[src/rtl/xc20xx_clb_ctrl_mux.sv]
// xc20xx_clb_ctrl_mux
// Clock-source, clock-polarity and reset-source selection for the XC20XX CLB
// storage element. The three 2-bit select fields live in a 6-bit config
// register. R loads the register from the parameters. While CFG_EN is high,
// the register shifts serially on rising K, LSB first.
// Optional feature macro: XC20XX_CFG_READBACK_EN adds CFG_DOUT = cfg[0], the
// serial output used for daisy-chaining the config register.
module xc20xx_clb_ctrl_mux #(
    parameter logic [1:0] CLKIN_S  = 2'h0,
    parameter logic [1:0] CLKPOL_S = 2'h0,
    parameter logic [1:0] RMUX_S   = 2'h2
) (
    input  logic K,
    input  logic R,
    input  logic C,
    input  logic D,
    input  logic G,
    input  logic CFG_EN,
    input  logic CFG_DIN,
    output logic CLK_SIG,
    output logic CLK_IN,
`ifdef XC20XX_CFG_READBACK_EN
    output logic CFG_DOUT,
`endif
    output logic R_IN
);

    localparam logic [5:0] CFG_DEFAULT = {RMUX_S, CLKPOL_S, CLKIN_S};

    logic [5:0] cfg;
    logic [1:0] clkin_sel;
    logic [1:0] pol_sel;
    logic [1:0] rmux_sel;

    assign clkin_sel = cfg[1:0];
    assign pol_sel   = cfg[3:2];
    assign rmux_sel  = cfg[5:4];

    // Config register. R restores the defaults without a clock. On a rising K
    // with CFG_EN high, CFG_DIN enters at bit 5 and bit 0 drops out.
    always_ff @(posedge K or posedge R) begin
        if (R)
            cfg <= CFG_DEFAULT;
        else if (CFG_EN)
            cfg <= {CFG_DIN, cfg[5:1]};
    end

    // Raw clock source. Reserved code 3 aliases to K, so there is no X.
    always_comb begin
        CLK_SIG = K;
        case (clkin_sel)
            2'd1:    CLK_SIG = C;
            2'd2:    CLK_SIG = G;
            default: CLK_SIG = K;
        endcase
    end

    // Polarity stage. Codes 2 and 3 tie the storage clock low.
    always_comb begin
        CLK_IN = 1'b0;
        case (pol_sel)
            2'd0:    CLK_IN = CLK_SIG;
            2'd1:    CLK_IN = ~CLK_SIG;
            default: CLK_IN = 1'b0;
        endcase
    end

    // Reset source. Codes 2 and 3 leave the storage reset inactive.
    always_comb begin
        R_IN = 1'b0;
        case (rmux_sel)
            2'd0:    R_IN = D;
            2'd1:    R_IN = G;
            default: R_IN = 1'b0;
        endcase
    end

`ifdef XC20XX_CFG_READBACK_EN
    // The bit that leaves the shift register on the next load edge.
    assign CFG_DOUT = cfg[0];
`endif

endmodule

[config.mk]
export PLATFORM = sky130hd
export DESIGN_NAME = xc20xx_clb_ctrl_mux
export DESIGN_NICKNAME = d
export VERILOG_FILES = /design/src/rtl/xc20xx_clb_ctrl_mux.sv
export SDC_FILE = /design/constraint.sdc
export NUM_CORES = 1
export LEC_CHECK = 0
export ABC_AREA = 1
export ABC_CLOCK_PERIOD_IN_PS = 1300
export CAP_MARGIN = 0
export CORE_AREA = 2 2 39 41
export CTS_BUF_LIST = sky130_fd_sc_hd__clkbuf_8 sky130_fd_sc_hd__clkbuf_16
export CTS_CLUSTER_DIAMETER = 200
export DETAILED_ROUTE_END_ITERATION = 12
export DIE_AREA = 0 0 41 43
export PLACE_DENSITY = 0.44
export SLEW_MARGIN = 20
export SYNTH_ARGS = -nofsm -noshare
export SYNTH_HDL_FRONTEND = slang
export SYNTH_SLANG_ARGS = --single-unit
[constraint.sdc]
create_clock -name K -period 1.3 [get_ports K]
set_input_delay 0.195 -clock K [delete_from_list [all_inputs] [get_ports K]]
set_output_delay 0.195 -clock K [all_outputs]
set_load 0.01 [all_outputs]
**Yosys cells after proc, flatten, opt, wreduce, memory -nomap -nowiden**

Cells that the tools add are included.

- Register bits after elaboration: 6
- Input port bits: 7
- Output and inout port bits: 3

- Equality and inequality tests: 4
- Multiplexer cells: 3
- Bitwise logic cells: 1
- Reduce and logical (&&, ||, !) cells: 2

Operators with widths:

| kind | count |
|---|---|
| == test 2 x 1 -> 1 bit (second input constant) | 3 |
| one-hot mux 1 bit (2 select lines) | 3 |
| zero test 2 bit | 2 |
| == test 2 bit (second input constant) | 1 |
| NOT 1 bit | 1 |

**Depth between registers and ports, before layout**

- Word-level depth: 4
- Depth in mapped cells: 7
- Gate-level depth less buffers: 7

==> impl.org <==
** Layout
- The register with the most flip-flops in the layout has 6 of them.
- At the end of the flow, the number of nets in the layout was 81.
- Diode count :: 0
- Final design instance area without fill :: 666 um^2
- The largest registers in the layout are cfg: 6 flops.
- Largest register by flop count :: cfg
- Fraction of layout instances using a drive strength above 1 :: 46.6%
- Relative to the synthesized area, the layout overhead comes to 103%.

** Floorplan
- In this run the core area contains 14 standard-cell rows.
- The floorplan step set the die width to 41 um.
- Total die area :: 1760 um^2
- For this design the top-level I/O count stands at 10.
- Once the floorplan was initialized, standard cells occupied 23.7% of the core.
- The floorplan step set the die height to 43 um.
- After floorplanning, the core was sized to cover 1380 um^2.

** STA
- On the final layout, the worst clock skew is 0.00340 ns.
- Based on the critical path, the design can be clocked at up to 0.589 GHz.
- Slew Limit Headroom :: 76.9%
- For the finished layout, the period the worst path requires is 1.70 ns.
- Transition time of the tightest slew-check pin :: 0.345 ns
- The final critical path takes up 131% of the cycle.
- The hold violation total from the final report came to 0.
- The number of max-slew violations in the final report was 0.
- RSZ-0062 raised after global routing :: yes
- Once routing completed, OpenROAD measured the worst setup slack at -0.397 ns.
- Final-report setup violation count :: 8
- Total negative slack :: -0.658 ns

** Global route
- Pin count of the biggest net entering global routing :: 13
- Number of antenna violations at the first check in global routing :: 0
- Vias in the first global route :: 439
- After global routing the overflow that remains totals 0.
- The first global-routing pass estimated 1390 um of wire.
- GR Util All Layers :: 14.5%

** Critical path
- Buffers plus inverters on the worst setup path :: 2
- The worst setup path is captured at an output pin.
- In this run the critical register-to-register path is captured at cfg[2].
- The kind of cell with the highest combined delay along the critical path is flip-flops.
- The worst register-to-register path begins at cfg[2].
- Cell count of the worst reg-to-reg path :: 4
- Data on the critical path is required at its endpoint by 1.11 ns.
- Slack of the worst reg-to-reg path :: 0.42 ns
- Maximum single-stage delay on the critical path :: 0.41 ns
- Crit Path Max Fanout :: 3
- The signal on the critical path passes through ha_4 -> inv_2 -> or2_0 -> nand3_1 -> nand2_1 -> buf_2.
- Worst endpoint data arrival time :: 1.50 ns
- CP Class :: register to output pin
- Master of the slowest instance on the critical path :: sky130_fd_sc_hd__dfrtp_1
- STA classifies the critical path startpoint as a register.

** Logic synthesis
- Post-synth net total :: 53
- Leading post-synthesis cells by cell area :: sky130_fd_sc_hd__dfrtp_1 (38%), sky130_fd_sc_hd__nand2_1 (14%), sky130_fd_sc_hd__o21ai_0 (9.2%)
- The top cell type by area accounts for 38.2% of the synthesized area.
- Top cell type by total area after synthesis :: sky130_fd_sc_hd__dfrtp_1
- EDFF count, synth :: 0
- Among all flip-flop cells after synthesis, the most frequent one is sky130_fd_sc_hd__dfrtp_1.
- In this run the cell area of the synthesized design comes to 328 um^2.
- Gate Count Post-Synth :: 44
- Number of unique standard cell types used by synthesis :: 11
- For this run, asynchronously set or reset flops after synthesis account for 100%.
- After synthesis, the most frequently instantiated cells are sky130_fd_sc_hd__nand2_1 (12), sky130_fd_sc_hd__inv_1 (7), sky130_fd_sc_hd__o21ai_0 (6).
- Part of the Yosys area used for sequential elements :: 46.2%
- Yosys printed 0 warnings.
- A synthesized cell averages 7.45 um^2.
- FF+latch count, synth :: 6
- Among all cell types in the netlist, the one instantiated most often is sky130_fd_sc_hd__nand2_1.

** Power and ir drop
- Sw Pwr :: 396 uW
- Clock Power Share :: 69.8%
- VDD sags by at most 836 uV.
- Net switching is 28.1% of the power.
- Sequential cells burn 16.6% of the power.
- Combinational logic is responsible for 13.6% of the overall power.
- Leakage :: 0.000346 uW
- The internal portion of the total power is 1020 uW.
- In this run the power density over the cells is 2120 nW/um^2.

** Drt
- After detailed routing, the total wire length is 885 um.
- Avg WL per Cell :: 9.94 um
- DR pass1 iterations :: 2
- Number of vias per cell :: 4.17
- Vias :: 371
- The count of nets left with antenna violations once routing finished came out at 0.
- After detailed routing, the number of remaining DRC violations is 0.
- Drt initial violations :: 6

** Placement
- The placed instances occupy a cell area of 463 um^2.
- The congestion estimate from routability-driven global placement came to 0.661.
- Post-placement worst setup slack :: -0.408 ns
- Input and output buffers added on the ports amount to 9.
- Summed over all nets, the half-perimeter wirelength after detailed placement is 513 um.

** CTS
- Clock transition at path regs :: 0.04 ns
- TritonCTS built the clock tree.
- Clock latency at the later pin of the worst-skew pair :: 0.33 ns
- Number of hold buffers added after CTS :: 0

** Run
- Across the run, the number of max-cap violations was 0.

** Status
- Violations in the final reports :: negative setup slack
- The flow ran to the end, but the final reports show violations.

** Hold path
- The worst hold path belongs to the class input port to async pin.
[power groups by stage]
stage / sequential, uW / combinational (uW) / clock (uW)
2_1_floorplan: 228 / 68.1 / 71.0
3_3_place_gp: 231 / 132 / 137
3_5_place_dp: 231 / 131 / 137
4_1_cts: 235 / 179 / 1020
5_1_grt: 237 / 213 / 1060
6_report: 234 / 193 / 985
[layer usage]
layer  vias to the layer above  GRT usage [%]  share of wire (%)  wire [um]
met2                        14           14.7                 43        378
li1                        194              -                  -          -
met5                         -              0                  0          0
met4                         0           24.7                5.2         46
met3                         5           15.2                7.9         70
met1                       158           10.1                 44        389
[timing repair]
action	CTS	global route
gates resized for setup	26	1
setup endpoints to repair	10	10
cloned	0	0
pin swaps	9	5
buffers inserted	3	2
[cell type report]
| cell class | count | area (um^2) |
|---|---|---|
| Inverter | 7 | 26.3 |
| Multi-Input combinational cell | 30 | 184 |
| Tap cell | 16 | 20.0 |
| Clock inverter | 3 | 11.3 |
| Sequential cell | 6 | 151 |
| Fill cell | 143 | 718 |
| Timing Repair Buffer | 15 | 125 |
| Clock buffer | 12 | 148 |
[logic make-up (layout without fill, tap and decap cells)]
logic type,after synthesis,count (layout),share of synthesized area [%]
fa+ha+maj,2,2,7.63
compound gates,7,7,10.7
simple gates,21,21,26.0
flops,6,6,46.2
buf+inv,8,37,9.54
[worst register-to-register path, cell delays in order (launching register included)]
cell                      delay [ns]
sky130_fd_sc_hd__dfrtp_1        0.38
sky130_fd_sc_hd__inv_2          0.05
sky130_fd_sc_hd__buf_4          0.12
sky130_fd_sc_hd__buf_4          0.11
sky130_fd_sc_hd__o21ai_0        0.13
[through the flow]
| stage | std cells | hold slack (ns) | utilization [%] | total power [uW] |
|---|---|---|---|---|
| finish | 89 | 0.0876 | 48.1 | 1410 |
| global route | 89 | 0.105 | 48.1 | 1510 |
| CTS | 87 | 0.0901 | 46.7 | 1430 |
| detailed placement | 72 | 0.432 | 33.5 | 500 |
| global placement | 72 | 0.435 | 33.5 | 500 |
| floorplan | 44 | -0.0148 | - | 367 |
[cells in the final DEF (no fill, tap or decap)]
cell / instances
sky130_fd_sc_hd__nand2_1: 9
sky130_fd_sc_hd__clkbuf_8: 9
sky130_fd_sc_hd__buf_4: 9
sky130_fd_sc_hd__inv_1: 6
sky130_fd_sc_hd__clkdlybuf4s50_1: 6
sky130_fd_sc_hd__o21ai_0: 5
sky130_fd_sc_hd__dfrtp_1: 5
sky130_fd_sc_hd__nor2_1: 4
sky130_fd_sc_hd__inv_2: 4
sky130_fd_sc_hd__nand2_2: 2
sky130_fd_sc_hd__nand3_1: 2
sky130_fd_sc_hd__buf_2: 2
sky130_fd_sc_hd__a21oi_1: 1
sky130_fd_sc_hd__nand2_4: 1
sky130_fd_sc_hd__nor2_2: 1
sky130_fd_sc_hd__nand3_2: 1
sky130_fd_sc_hd__or2_0: 1
sky130_fd_sc_hd__o21ai_2: 1
sky130_fd_sc_hd__ha_4: 1
sky130_fd_sc_hd__ha_2: 1
sky130_fd_sc_hd__dfstp_2: 1
sky130_fd_sc_hd__buf_6: 1
[worst max-delay path by stage]
stage               depth (start not counted)  endpoint  slack, ns  startpoint
finish                                      6    CLK_IN      -0.40      cfg[1]
CTS                                         6    CLK_IN      -0.44      cfg[1]
global placement                            7    CLK_IN      -0.39           G
detailed placement                          7    CLK_IN      -0.41      cfg[0]
floorplan                                   5    CLK_IN       0.06      cfg[1]
global route                                6    CLK_IN      -0.47      cfg[1]
No activity file was read; power rests on OpenSTA's default activity.
